File: src/rtl/demux_rr_sched.sv
// rtl/demux_rr_sched.sv - round-robin serial bit distributor driving an external 8:1 demux
module demux_rr_sched #(
    parameter int DWELL = 1
) (
    input  logic       clk,
    input  logic       rst,
    input  logic [7:0] en_mask,
    input  logic       in_valid,
    input  logic       in_bit,
    output logic       in_ready,
    output logic [2:0] sel,
    output logic       dmx_i,
    output logic       dmx_valid,
    output logic       frame_done,
    output logic       busy
);

    typedef enum logic {
        IDLE = 1'b0,
        HOLD = 1'b1
    } state_t;

    // Counter reload so that the routed bit stays on the demux for DWELL cycles.
    localparam logic [3:0] CNT_LOAD = 4'(DWELL - 1);

    state_t     state;
    state_t     state_nxt;
    logic [2:0] ptr;
    logic [3:0] cnt;
    logic       accept;
    logic       cnt_zero;
    logic [2:0] target;
    logic [2:0] idx;
    logic       found;
    logic [7:0] upper_mask;
    logic       last_chan;

    assign accept   = in_valid && in_ready;
    assign cnt_zero = (cnt == 4'd0);

    // Round-robin search: first enabled channel at or above ptr, wrapping 7 -> 0.
    always_comb begin
        target = 3'd0;
        found  = 1'b0;
        idx    = 3'd0;
        for (int i = 0; i < 8; i++) begin
            idx = ptr + 3'(i);
            if (!found && en_mask[idx]) begin
                target = idx;
                found  = 1'b1;
            end
        end
    end

    // The target closes a pass when no enabled channel sits above it.
    always_comb begin
        upper_mask = en_mask & ~((8'd2 << target) - 8'd1);
        last_chan  = (upper_mask == 8'd0);
    end

    // State register.
    always_ff @(posedge clk) begin
        if (rst) begin
            state <= IDLE;
        end else begin
            state <= state_nxt;
        end
    end

    // Next-state logic and state-decoded handshake outputs.
    always_comb begin
        state_nxt = state;
        in_ready  = 1'b0;
        busy      = 1'b0;
        case (state)
            IDLE: begin
                in_ready = (en_mask != 8'd0) && !rst;
                if (accept) begin
                    state_nxt = HOLD;
                end
            end
            HOLD: begin
                busy = 1'b1;
                if (cnt_zero) begin
                    state_nxt = IDLE;
                end
            end
            default: begin
                state_nxt = IDLE;
            end
        endcase
    end

    // Routing datapath: load on accept, count down the dwell, release the demux at the end.
    always_ff @(posedge clk) begin
        if (rst) begin
            ptr        <= 3'd0;
            cnt        <= 4'd0;
            sel        <= 3'd0;
            dmx_i      <= 1'b0;
            dmx_valid  <= 1'b0;
            frame_done <= 1'b0;
        end else if (accept) begin
            sel        <= target;
            dmx_i      <= in_bit;
            dmx_valid  <= 1'b1;
            cnt        <= CNT_LOAD;
            ptr        <= target + 3'd1;
            frame_done <= last_chan;
        end else begin
            frame_done <= 1'b0;
            if (state == HOLD) begin
                if (cnt_zero) begin
                    dmx_valid <= 1'b0;
                    dmx_i     <= 1'b0;
                end else begin
                    cnt <= cnt - 4'd1;
                end
            end
        end
    end

endmodule

File: config.mk
export PLATFORM = sky130hd
export DESIGN_NAME = demux_rr_sched
export DESIGN_NICKNAME = d
export VERILOG_FILES = /design/src/rtl/demux_rr_sched.sv
export SDC_FILE = /design/constraint.sdc
export NUM_CORES = 1
export LEC_CHECK = 0
export ABC_AREA = 1
export BUFFER_PORTS_ARGS = -buffer_cell sky130_fd_sc_hd__buf_2
export CAP_MARGIN = 5
export CORE_ASPECT_RATIO = 0.5
export CORE_UTILIZATION = 47
export CTS_BUF_LIST = sky130_fd_sc_hd__clkbuf_8
export DETAILED_ROUTE_END_ITERATION = 7
export GPL_ROUTABILITY_DRIVEN = 0
export PLACE_DENSITY = 0.72
export SYNTH_ARGS = -nofsm -noshare
export SYNTH_HDL_FRONTEND = slang
export SYNTH_SLANG_ARGS = --single-unit
File: constraint.sdc
create_clock -name clk -period 5.7 [get_ports clk]
set_input_delay 0 -clock clk [delete_from_list [all_inputs] [get_ports clk]]
set_output_delay 0 -clock clk [all_outputs]
set_load 0.005 [all_outputs]
==> flow_summary_export.csv, run 1 <==
group,metric,value,unit
die,die_w,84.4,um
route,viasPerCell,5.59,
clocking,clock_tree_from_tritoncts,"done",
setup_path,crit_path_max_fanout,11,
final_layout,final-instance-count-excl-fill,308,
final_layout,layout.filler_cells,314,
final_layout,layout-drive-gt1-share,23.5,%
global_routing,grt_first_pass_wirelength,6900,um
placed_design,placed_cell_area,1700,um^2
logic_synthesis,area_of_the_mapped_netlist,1600,um^2
logic_synthesis,syn-num-nets,269,
logic_synthesis,synth_seq_area_share,17.6,%
timing,final_hold_violation_count,0,
global_routing,grtUsageTotal,24.4,%
timing,finClkSkew,0.00512,ns
timing,timing.fmax,0.258,GHz
die,floorplan.initialDensity,51.2,%
worst_hold_path,hold-path-endpoint,"frame_done",
die,core_area,3120,um^2
clocking,post-cts-setup-buffers,0,
global_routing,globalRoute.totalOverflow,0,
placed_design,io_buffers,19,
logic_synthesis,synth_top_family_by_area,"simple AND/OR/NAND/NOR gates",
final_layout,final_cell_mix,"sky130_fd_sc_hd__nand2_1, sky130_fd_sc_hd__nand3_1, sky130_fd_sc_hd__inv_1",
global_routing,first_global_vias,1532,
global_routing,met3_usage,3.50,%
setup_path,cpMaxStageDelayCell,"sky130_fd_sc_hd__dfxtp_1",
global_routing,grt.busiest_layer,"met2",
clocking,total_clock_buffers_created_by_cts,3,
setup_path,setup.worst_path.start_class,"flip-flop",
placed_design,dp_cells,302,
clocking,ctsHtreeMaxLevel,1,
timing,final.period_utilization,68.0,%
logic_synthesis,post_synth_mux_area_share,0,%
timing,period_minus_slack,3.87,ns
flow_run,maxCapViolCount,0,
logic_synthesis,yosys_warnings,0,
clocking,cts_sinks,14,
final_layout,layout.cell_area.non_filler,1770,um^2
power,vdd_ir_drop_max,318,uV
timing,report.final.setup_viol,0,
logic_synthesis,post_synth_and_or_nand_nor_area_fraction,51.4,%
route,detail_route.first_pass.iterations,4,
worst_hold_path,holdCritStartpoint,"en_mask[7]",
die,boundaryPins,20,
logic_synthesis,synth-compound-area-share,11.1,%
clocking,insertion_delay,0.25,ns
global_routing,grt_max_degree,12,
setup_path,rr_worst_depth,23,
logic_synthesis,syn_area_per_cell,6.44,um^2
setup_path,worstSetupPathType,"reg -> reg",
placed_design,dpl_worst_slack,1.94,ns
clocking,clock-root-buffer,"sky130_fd_sc_hd__clkbuf_8",
placed_design,detailedPlacementHpwl,3250,um
timing,grt_setup_unrepaired,"false",
final_layout,antenna_cells_inserted,0,
logic_synthesis,synth-seq-cells,14,
route,drt-initial-drc-count,116,
die,num_rows,14,
route,routed_wire_length_per_instance,13.3,um
timing,worst_slew_margin_relative_to_its_limit,71.8,%
setup_path,timing.critical_path.arrival,4.06,ns
setup_path,worstReg2RegStart,"ptr[0]",
timing,worst_slack,1.83,ns
setup_path,worst-path-buf-inv,3,
setup_path,regToRegEndpoint,"frame_done",
timing,slew_violations,0,
timing,timing_worst_slew_pin_value,0.423,ns
setup_path,cp_cell_sequence,"inv_4 > ha_1 > inv_2 > nand3_1 > nand3_2 > nand2_4 > nor2_8 > nand2_1 > nor2_1 > o22ai_1 > o21ai_0 > nand2_1 > inv_1 > ha_1 > nand4_2 > ha_1 > nand2_1 > nand2_1 > nor2_1 > nand2_1 > nor2_1 > nand3_1 > nor2_1",
route,route.vias.total,1722,
setup_path,critPathRequiredTime,5.89,ns
route,final_wirelength,4110,um
setup_path,rrSetupSlack,1.83,ns
clocking,ctsLongestPathBuffers,2,
die,dieArea,3650,um^2
route,drc,0,
logic_synthesis,post_synth_num_cell_types,39,
worst_hold_path,min_delay_path_depth,4,
timing,finalSetupTns,0,ns
final_layout,final_nets,290,
global_routing,grt_antenna_before_repair,0,
worst_hold_path,worst_hold_path_type,"in -> reg",
setup_path,worst_path_largest_cell_delay,0.58,ns
die,floorplan.die.height,43.2,um
timing,fin_hold_ws,0.112,ns
setup_path,end_kind,"flip-flop",
global_routing,gr-usage-met2,41.3,%
power,pwr_density_cell,698,nW/um^2
outcome,status,"completed",
final_layout,layout_area_growth_over_synthesis,11.1,%
logic_synthesis,synthAdderAreaFrac,7.05,%
route,ant_nets,0,
setup_path,crit_top_cell,"sky130_fd_sc_hd__nand2_1",
logic_synthesis,netlist_instances,248,
power,leakage,0.886,nW
logic_synthesis,xor_xnor_share_of_the_synthesized_area,1.10,%
final_layout,layout.cells.most_common,"sky130_fd_sc_hd__nand2_1",
clocking,worst_setup_hold_path_clk_slew,0.06,ns
clocking,cts_resized,0,
setup_path,critical_path.top_delay_family,"simple AND/OR/NAND/NOR gates",
global_routing,grt.met1_usage,31.1,%
-- area by class of cell --
type                    instances  area, um^2  share of cell area, %
multi-input cells             191        1130                   63.6
flip-flops and latches         14         280                   15.8
repair buffers                 21         115                   6.49
well taps                      40        50.0                   2.82
clock buffers                   4        55.1                   3.10
inverters                      38         145                   8.18
-- worst register-to-register path, stage by stage, from the launching register on --
cell	delay, ns
sky130_fd_sc_hd__dfxtp_1	0.58
sky130_fd_sc_hd__inv_4	0.15
sky130_fd_sc_hd__ha_1	0.46
sky130_fd_sc_hd__inv_2	0.15
sky130_fd_sc_hd__nand3_1	0.14
sky130_fd_sc_hd__nand3_2	0.13
sky130_fd_sc_hd__nand2_4	0.08
sky130_fd_sc_hd__nor2_8	0.11
sky130_fd_sc_hd__nand2_1	0.09
sky130_fd_sc_hd__nor2_1	0.22
sky130_fd_sc_hd__o22ai_1	0.12
sky130_fd_sc_hd__o21ai_0	0.15
sky130_fd_sc_hd__nand2_1	0.11
sky130_fd_sc_hd__inv_1	0.12
sky130_fd_sc_hd__ha_1	0.23
sky130_fd_sc_hd__nand4_2	0.16
sky130_fd_sc_hd__ha_1	0.32
sky130_fd_sc_hd__nand2_1	0.06
sky130_fd_sc_hd__nand2_1	0.05
sky130_fd_sc_hd__nor2_1	0.11
sky130_fd_sc_hd__nand2_1	0.06
sky130_fd_sc_hd__nor2_1	0.08
sky130_fd_sc_hd__nand3_1	0.07
sky130_fd_sc_hd__nor2_1	0.08
-- power breakdown --
group          internal [W]  switching, W
logic              0.000356      0.000644
registers          0.000115     0.0000255
clock network     0.0000613     0.0000364
total              0.000533      0.000706
-- worst max path at each step --
stage / endpoint / depth (start not counted) / slack (ns) / startpoint
2_1_floorplan: frame_done / 27 / 2.40 / ptr[0]
3_3_place_gp: frame_done / 23 / 2.01 / ptr[0]
3_5_place_dp: frame_done / 24 / 1.94 / ptr[0]
4_1_cts: frame_done / 24 / 1.91 / ptr[0]
5_1_grt: frame_done / 23 / 1.49 / ptr[0]
6_report: frame_done / 23 / 1.83 / ptr[0]
-- cells in the mapped netlist --
cell type	instances	share of area, %
sky130_fd_sc_hd__o31ai_1	1	0.47
sky130_fd_sc_hd__dfxtp_1	14	18
sky130_fd_sc_hd__inv_2	5	1.2
sky130_fd_sc_hd__a22oi_2	1	0.78
sky130_fd_sc_hd__a21oi_1	7	2.2
sky130_fd_sc_hd__nand2_2	8	3.1
sky130_fd_sc_hd__nand3_2	10	6.3
sky130_fd_sc_hd__nor2_1	14	3.3
sky130_fd_sc_hd__o21ai_0	10	3.1
sky130_fd_sc_hd__nand2_1	62	15
sky130_fd_sc_hd__nor3_1	1	0.31
sky130_fd_sc_hd__a31o_2	1	0.55
sky130_fd_sc_hd__o2111ai_1	1	0.55
sky130_fd_sc_hd__o21ai_2	1	0.55
sky130_fd_sc_hd__o211ai_1	1	0.47
sky130_fd_sc_hd__nand4_4	2	2.7
sky130_fd_sc_hd__nor2_4	1	0.71
sky130_fd_sc_hd__a22oi_1	1	0.47
sky130_fd_sc_hd__o22ai_1	1	0.39
sky130_fd_sc_hd__nor2_2	2	0.78
sky130_fd_sc_hd__or2_2	3	1.2
sky130_fd_sc_hd__nor4_1	3	1.2
sky130_fd_sc_hd__ha_1	9	7.1
sky130_fd_sc_hd__nand3_1	33	10
sky130_fd_sc_hd__xor2_1	2	1.1
sky130_fd_sc_hd__o21ai_1	2	0.63
sky130_fd_sc_hd__nand2_4	3	2.1
sky130_fd_sc_hd__buf_2	1	0.31
sky130_fd_sc_hd__nor2_8	1	1.3
sky130_fd_sc_hd__o21bai_1	1	0.47
sky130_fd_sc_hd__buf_4	2	0.94
sky130_fd_sc_hd__and2_1	1	0.39
sky130_fd_sc_hd__nand4_2	1	0.78
sky130_fd_sc_hd__a211oi_1	1	0.47
sky130_fd_sc_hd__nor3b_1	1	0.47
sky130_fd_sc_hd__nand4_1	5	2.0
sky130_fd_sc_hd__inv_4	1	0.39
sky130_fd_sc_hd__buf_6	2	1.4
sky130_fd_sc_hd__inv_1	32	7.5
-- layer usage --
metal	up-vias	share of wire, %
li1	858	-
met1	792	46
met2	61	46
met3	11	5.6
met4	0	2.2
met5	-	0
-- state kept, by name, summed over array words and instances (netlist names) --
signal,count
cnt,4
dmx_i,1
dmx_valid,1
frame_done,1
ptr,3
sel,3
state,1
-- repair_timing --
item | in CTS | in global routing
hold buffers | 2 | 0
endpoints found under the setup margin | 0 | 0
endpoints found under the hold margin | 3 | 0
-- per-stage QoR --
stage / util [%] / total power (W)
CTS: 56.9 / 0.00123
global placement: 54.5 / 0.00111
finish: 56.9 / 0.00124
detailed placement: 54.5 / 0.00112
global route: 56.9 / 0.00137
floorplan: - / 0.000959
-- cells by family after synthesis --
logic type               after synthesis
buffers and inverters                 43
XOR/XNOR                               2
flip-flops                            14
AO/OA/AOI/OAI                         29
adder cells (fa/ha/maj)                9
AND/OR/NAND/NOR                      151
Note: power is estimated with default switching activity, not from simulation.
==> inputs of run 2 (changes only) <==
Clock period 5.7 ns to 4 ns, I/O delays scaled along.
==> flow_summary_export.csv, run 2 (synthesis results as in run 1) <==
group,metric,value,unit
route,route.vias.total,1703,
die,die_w,84.4,um
clocking,clock-root-buffer,"sky130_fd_sc_hd__clkbuf_8",
worst_hold_path,worst_hold_path_type,"in -> reg",
setup_path,cpMaxStageDelayCell,"sky130_fd_sc_hd__ha_1",
power,leakage,0.884,nW
global_routing,globalRoute.totalOverflow,0,
final_layout,final_nets,291,
route,final_wirelength,3990,um
setup_path,worstSetupPathType,"reg -> reg",
global_routing,first_global_vias,1562,
setup_path,setup.worst_path.start_class,"flip-flop",
setup_path,crit_top_cell,"sky130_fd_sc_hd__nand2_1",
power,netSwitchingPower,0.000999,W
timing,timing_worst_slew_pin_value,0.365,ns
final_layout,multi_input_area,1130,um^2
final_layout,layout_area_growth_over_synthesis,11.0,%
clocking,insertion_delay,0.24,ns
route,ant_nets,0,
clocking,ctsHtreeMaxLevel,1,
clocking,clock_tree_from_tritoncts,"done",
setup_path,cp_cell_sequence,"inv_2 > ha_1 > nand3_1 > nand3_2 > nand2_4 > nor2_8 > nand4_4 > nor3_1 > nand2_1 > nand2_1 > inv_1 > a22oi_2 > inv_1 > ha_1 > nand4_2 > ha_1 > nand2_1 > nand2_1 > nor2_1 > nand2_1 > nor2_1 > nand3_1 > nor2_1",
final_layout,number_of_flip_flops_in_the_largest_register,4,
outcome,status,"completed",
power,power_internal,0.000746,W
clocking,cts_sinks,14,
final_layout,antenna_cells_inserted,0,
clocking,total_clock_buffers_created_by_cts,3,
route,routed_wire_length_per_instance,12.9,um
setup_path,timing.critical_path.arrival,3.81,ns
route,viasPerCell,5.53,
route,detail_route.first_pass.iterations,4,
die,floorplan.die.height,43.2,um
final_layout,layout-drive-gt1-share,23.9,%
global_routing,grt_first_pass_wirelength,7130,um
die,floorplan.initialDensity,51.2,%
timing,period_minus_slack,3.62,ns
final_layout,layout.filler_cells,297,
timing,worst_slew_margin_relative_to_its_limit,75.5,%
global_routing,grt_antenna_before_repair,0,
timing,timing.fmax,0.276,GHz
power,vdd_ir_drop_max,558,uV
setup_path,critPathRequiredTime,4.18,ns
final_layout,layout.cells.most_common,"sky130_fd_sc_hd__nand2_1",
global_routing,grt_max_degree,12,
clocking,ctsLongestPathBuffers,2,
timing,final.period_utilization,90.5,%
die,num_rows,14,
setup_path,critical_path.top_delay_family,"simple AND/OR/NAND/NOR gates",
timing,slew_violations,0,
global_routing,grtUsageTotal,25.0,%
power,combinational_power_share,82.6,%
flow_run,maxCapViolCount,0,
die,dieArea,3650,um^2
placed_design,io_buffers,19,
timing,report.final.setup_viol,0,
power,design_power_total,0.00175,W
power,power.share.switching,57.2,%
power,pwr_density_cell,985,nW/um^2
placed_design,detailedPlacementHpwl,3190,um
power,power.sequential.fraction,10.9,%
route,drt-initial-drc-count,266,
setup_path,end_kind,"flip-flop",
final_layout,biggestRegsByFlops,"cnt x4, ptr x3, sel x3",
die,core_area,3120,um^2
timing,finalSetupTns,0,ns
die,boundaryPins,20,
timing,final_hold_violation_count,0,
power,share_clk_of_total_power,6.5,%
timing,finClkSkew,0.00322,ns
setup_path,crit_path_max_fanout,10,
setup_path,worst_path_largest_cell_delay,0.45,ns
timing,grt_setup_unrepaired,"false",
setup_path,worst-path-buf-inv,3,
final_layout,final_cell_mix,"sky130_fd_sc_hd__nand2_1, sky130_fd_sc_hd__nand3_1, sky130_fd_sc_hd__inv_1",
clocking,worst_setup_hold_path_clk_slew,0.06,ns
final_layout,seqCellArea,284,um^2
route,drc,0,
final_layout,most_flop_heavy_register,"cnt",
-- run 2: area by class of cell --
| type | instances | share of cell area (%) |
|---|---|---|
| timing repair buffer | 22 | 6.92 |
| sequential | 14 | 16.0 |
| tap | 40 | 2.82 |
| clock buffer | 3 | 2.33 |
| inverter | 38 | 8.19 |
| multi-input combinational | 191 | 63.7 |
-- run 2: final timing paths --
| check | from | endpoint | slack, ns | cells after the start |
|---|---|---|---|---|
| max reg2reg | ptr[1] | frame_done | 0.38 | 23 |
| min | en_mask[7] | frame_done | 0.11 | 4 |
| min reg2reg | dmx_valid | dmx_valid | 0.46 | 2 |
| max | ptr[1] | frame_done | 0.38 | 23 |
-- run 2: worst min-delay path: stages --
cell	delay, ns
sky130_fd_sc_hd__buf_2	0.13
sky130_fd_sc_hd__inv_1	0.06
sky130_fd_sc_hd__nor2_1	0.04
sky130_fd_sc_hd__nor2_1	0.08
-- run 2: layer usage --
layer | vias to the layer above | wire length, um | part of all wire (%) | global-route usage, %
li1 | 860 | - | - | -
met1 | 772 | 1910 | 48 | 35.4
met2 | 61 | 1730 | 43 | 39.3
met3 | 10 | 254 | 6.4 | 2.53
met4 | 0 | 90 | 2.3 | 9.83
met5 | - | 0 | 0 | 0
-- run 2: repair_timing --
action | in CTS | in global routing
buffers inserted | 0 | 0
hold buffers | 2 | 0
setup endpoints to repair | 0 | 1
gates resized for setup | 0 | 2
endpoints found under the hold margin | 3 | 0
-- run 2: metrics by stage --
step | instances | hold WS [ns] | setup slack, ns | utilization [%] | area [um^2]
after floorplan | 248 | 0.0373 | 0.704 | - | 1600
after global placement | 303 | 0.203 | 0.381 | 54.7 | 1710
after detailed placement | 303 | 0.205 | 0.216 | 54.7 | 1710
after CTS | 308 | 0.104 | 0.198 | 56.7 | 1770
after global routing | 308 | 0.131 | 0.0708 | 56.8 | 1770
final | 308 | 0.109 | 0.378 | 56.8 | 1770
-- run 2: power by group through the flow --
stage / combinational, W / sequential, W / clock (W)
finish: 0.00144 / 0.000190 / 0.000113
global route: 0.00164 / 0.000194 / 0.000122
CTS: 0.00142 / 0.000189 / 0.000116
detailed placement: 0.00142 / 0.000191 / 0
global placement: 0.00139 / 0.000189 / 0
floorplan: 0.00119 / 0.000179 / 0
==> inputs of run 3 (changes only) <==
Settings changed: CTS_BUF_LIST sky130_fd_sc_hd__clkbuf_8 to unset, MAX_ROUTING_LAYER set to met4.
==> flow_summary_export.csv, run 3 (synthesis results as in run 1) <==
group,metric,value,unit
final_layout,final_cell_mix,"sky130_fd_sc_hd__nand2_1, sky130_fd_sc_hd__nand3_1, sky130_fd_sc_hd__inv_1",
final_layout,biggestRegsByFlops,"cnt x4, ptr x3, sel x3",
global_routing,grtUsageTotal,25.7,%
global_routing,grt_first_pass_wirelength,7130,um
route,final_wirelength,4030,um
setup_path,cp_cell_sequence,"inv_2 > ha_1 > nand3_1 > nand3_2 > nand2_4 > nor2_8 > nand2_1 > nor2_1 > o22ai_1 > o21ai_0 > nand2_1 > inv_1 > ha_1 > nand4_2 > ha_1 > nand2_1 > nand2_1 > nor2_1 > nand2_1 > nor2_1 > nand3_1 > nor2_1",
route,drt-initial-drc-count,221,
setup_path,critical_path.top_delay_family,"simple AND/OR/NAND/NOR gates",
die,die_w,84.4,um
power,vdd_ir_drop_max,558,uV
clocking,clock_tree_from_tritoncts,"done",
outcome,status,"completed",
die,floorplan.die.height,43.2,um
die,floorplan.initialDensity,51.2,%
setup_path,setup.worst_path.start_class,"flip-flop",
global_routing,grt_antenna_before_repair,0,
clocking,insertion_delay,0.24,ns
final_layout,final_nets,291,
global_routing,globalRoute.totalOverflow,0,
final_layout,layout.filler_cells,297,
route,drc,0,
final_layout,layout.cell_area.non_filler,1770,um^2
timing,finalSetupTns,0,ns
setup_path,timing.critical_path.arrival,3.83,ns
setup_path,worst_path_largest_cell_delay,0.45,ns
timing,timing_worst_slew_pin_value,0.375,ns
timing,report.final.setup_viol,0,
setup_path,critPathRequiredTime,4.18,ns
final_layout,number_of_flip_flops_in_the_largest_register,4,
power,pwr_density_cell,989,nW/um^2
clocking,clock-root-buffer,"sky130_fd_sc_hd__clkbuf_8",
die,core_area,3120,um^2
worst_hold_path,worst_hold_path_type,"in -> reg",
setup_path,worstSetupPathType,"reg -> reg",
die,num_rows,14,
timing,worst_slew_margin_relative_to_its_limit,74.8,%
clocking,worst_setup_hold_path_clk_slew,0.05,ns
die,dieArea,3650,um^2
clocking,ctsLongestPathBuffers,2,
placed_design,io_buffers,19,
placed_design,detailedPlacementHpwl,3190,um
die,boundaryPins,20,
final_layout,layout-drive-gt1-share,23.9,%
clocking,cts_sinks,14,
timing,worst_slack,0.356,ns
final_layout,most_flop_heavy_register,"cnt",
route,detail_route.first_pass.iterations,5,
timing,slew_violations,0,
route,routed_wire_length_per_instance,13.1,um
final_layout,antenna_cells_inserted,0,
clocking,post-cts-setup-buffers,0,
final_layout,multi_input_area,1130,um^2
power,design_power_total,0.00175,W
timing,final.period_utilization,91.1,%
route,route.vias.total,1713,
setup_path,cpMaxStageDelayCell,"sky130_fd_sc_hd__ha_1",
timing,period_minus_slack,3.64,ns
global_routing,first_global_vias,1564,
timing,timing.fmax,0.274,GHz
flow_run,maxCapViolCount,0,
timing,final_hold_violation_count,0,
route,viasPerCell,5.56,
setup_path,worst-path-buf-inv,2,
placed_design,placed_cell_area,1710,um^2
power,leakage,0.884,nW
timing,finClkSkew,0.000500,ns
final_layout,layout.cells.most_common,"sky130_fd_sc_hd__nand2_1",
route,ant_nets,0,
clocking,total_clock_buffers_created_by_cts,3,
setup_path,crit_top_cell,"sky130_fd_sc_hd__nand2_1",
placed_design,dpl_worst_slack,0.216,ns
final_layout,layout_area_growth_over_synthesis,11.0,%
clocking,ctsHtreeMaxLevel,1,
setup_path,crit_path_max_fanout,10,
final_layout,seqCellArea,284,um^2
timing,grt_setup_unrepaired,"false",
setup_path,end_kind,"flip-flop",
global_routing,grt_max_degree,12,
-- run 3: cell counts in the layout (fill, tap and decap cells not counted) --
No cell type changed its count.
-- run 3: final cells by class --
type                            instances  share of cell area [%]
Multi-Input combinational cell        191                    63.7
Clock buffer                            3                    2.33
Inverter                               38                    8.19
Timing Repair Buffer                   22                    6.92
Sequential cell                        14                    16.0
Tap cell                               40                    2.82
-- run 3: path summary, 6_finish.rpt --
kind           endpoint  slack, ns  depth (start not counted)  startpoint
max          frame_done       0.36                         22      ptr[1]
min          frame_done       0.11                          4  en_mask[7]
max reg2reg  frame_done       0.36                         22      ptr[1]
min reg2reg   dmx_valid       0.46                          2   dmx_valid
-- run 3: repair_timing --
action	CTS	global route
hold endpoints to repair	3	0
setup endpoints to repair	0	1
hold buffers	2	0
gates resized for setup	0	2
-- run 3: metrics by stage --
stage	hold WS, ns	std cells	utilization, %
floorplan	0.0373	248	-
global placement	0.203	303	54.7
detailed placement	0.205	303	54.7
CTS	0.104	308	56.7
global route	0.131	308	56.8
finish	0.111	308	56.8
-- run 3: tightest hold or removal path, delay by kind of cell --
family	cells	cell delay, ns
and+or+nand+nor	2	0.12
buffers and inverters	2	0.20
-- run 3: routing by layer --
| metal | track usage, % | part of all wire, % |
|---|---|---|
| met5 | - | 0 |
| met4 | 9.83 | 2.1 |
| met3 | 2.53 | 6.0 |
| met2 | 39.5 | 43 |
| met1 | 35.3 | 49 |
-- run 3: report_power, final --
group	switching, W	internal [W]	total [W]	leakage [nW]
logic	0.000933	0.000514	0.00145	0.748
registers	0.0000249	0.000165	0.000190	0.115
clock network	0.0000476	0.0000666	0.000114	0.0216
total	0.00101	0.000746	0.00175	0.884
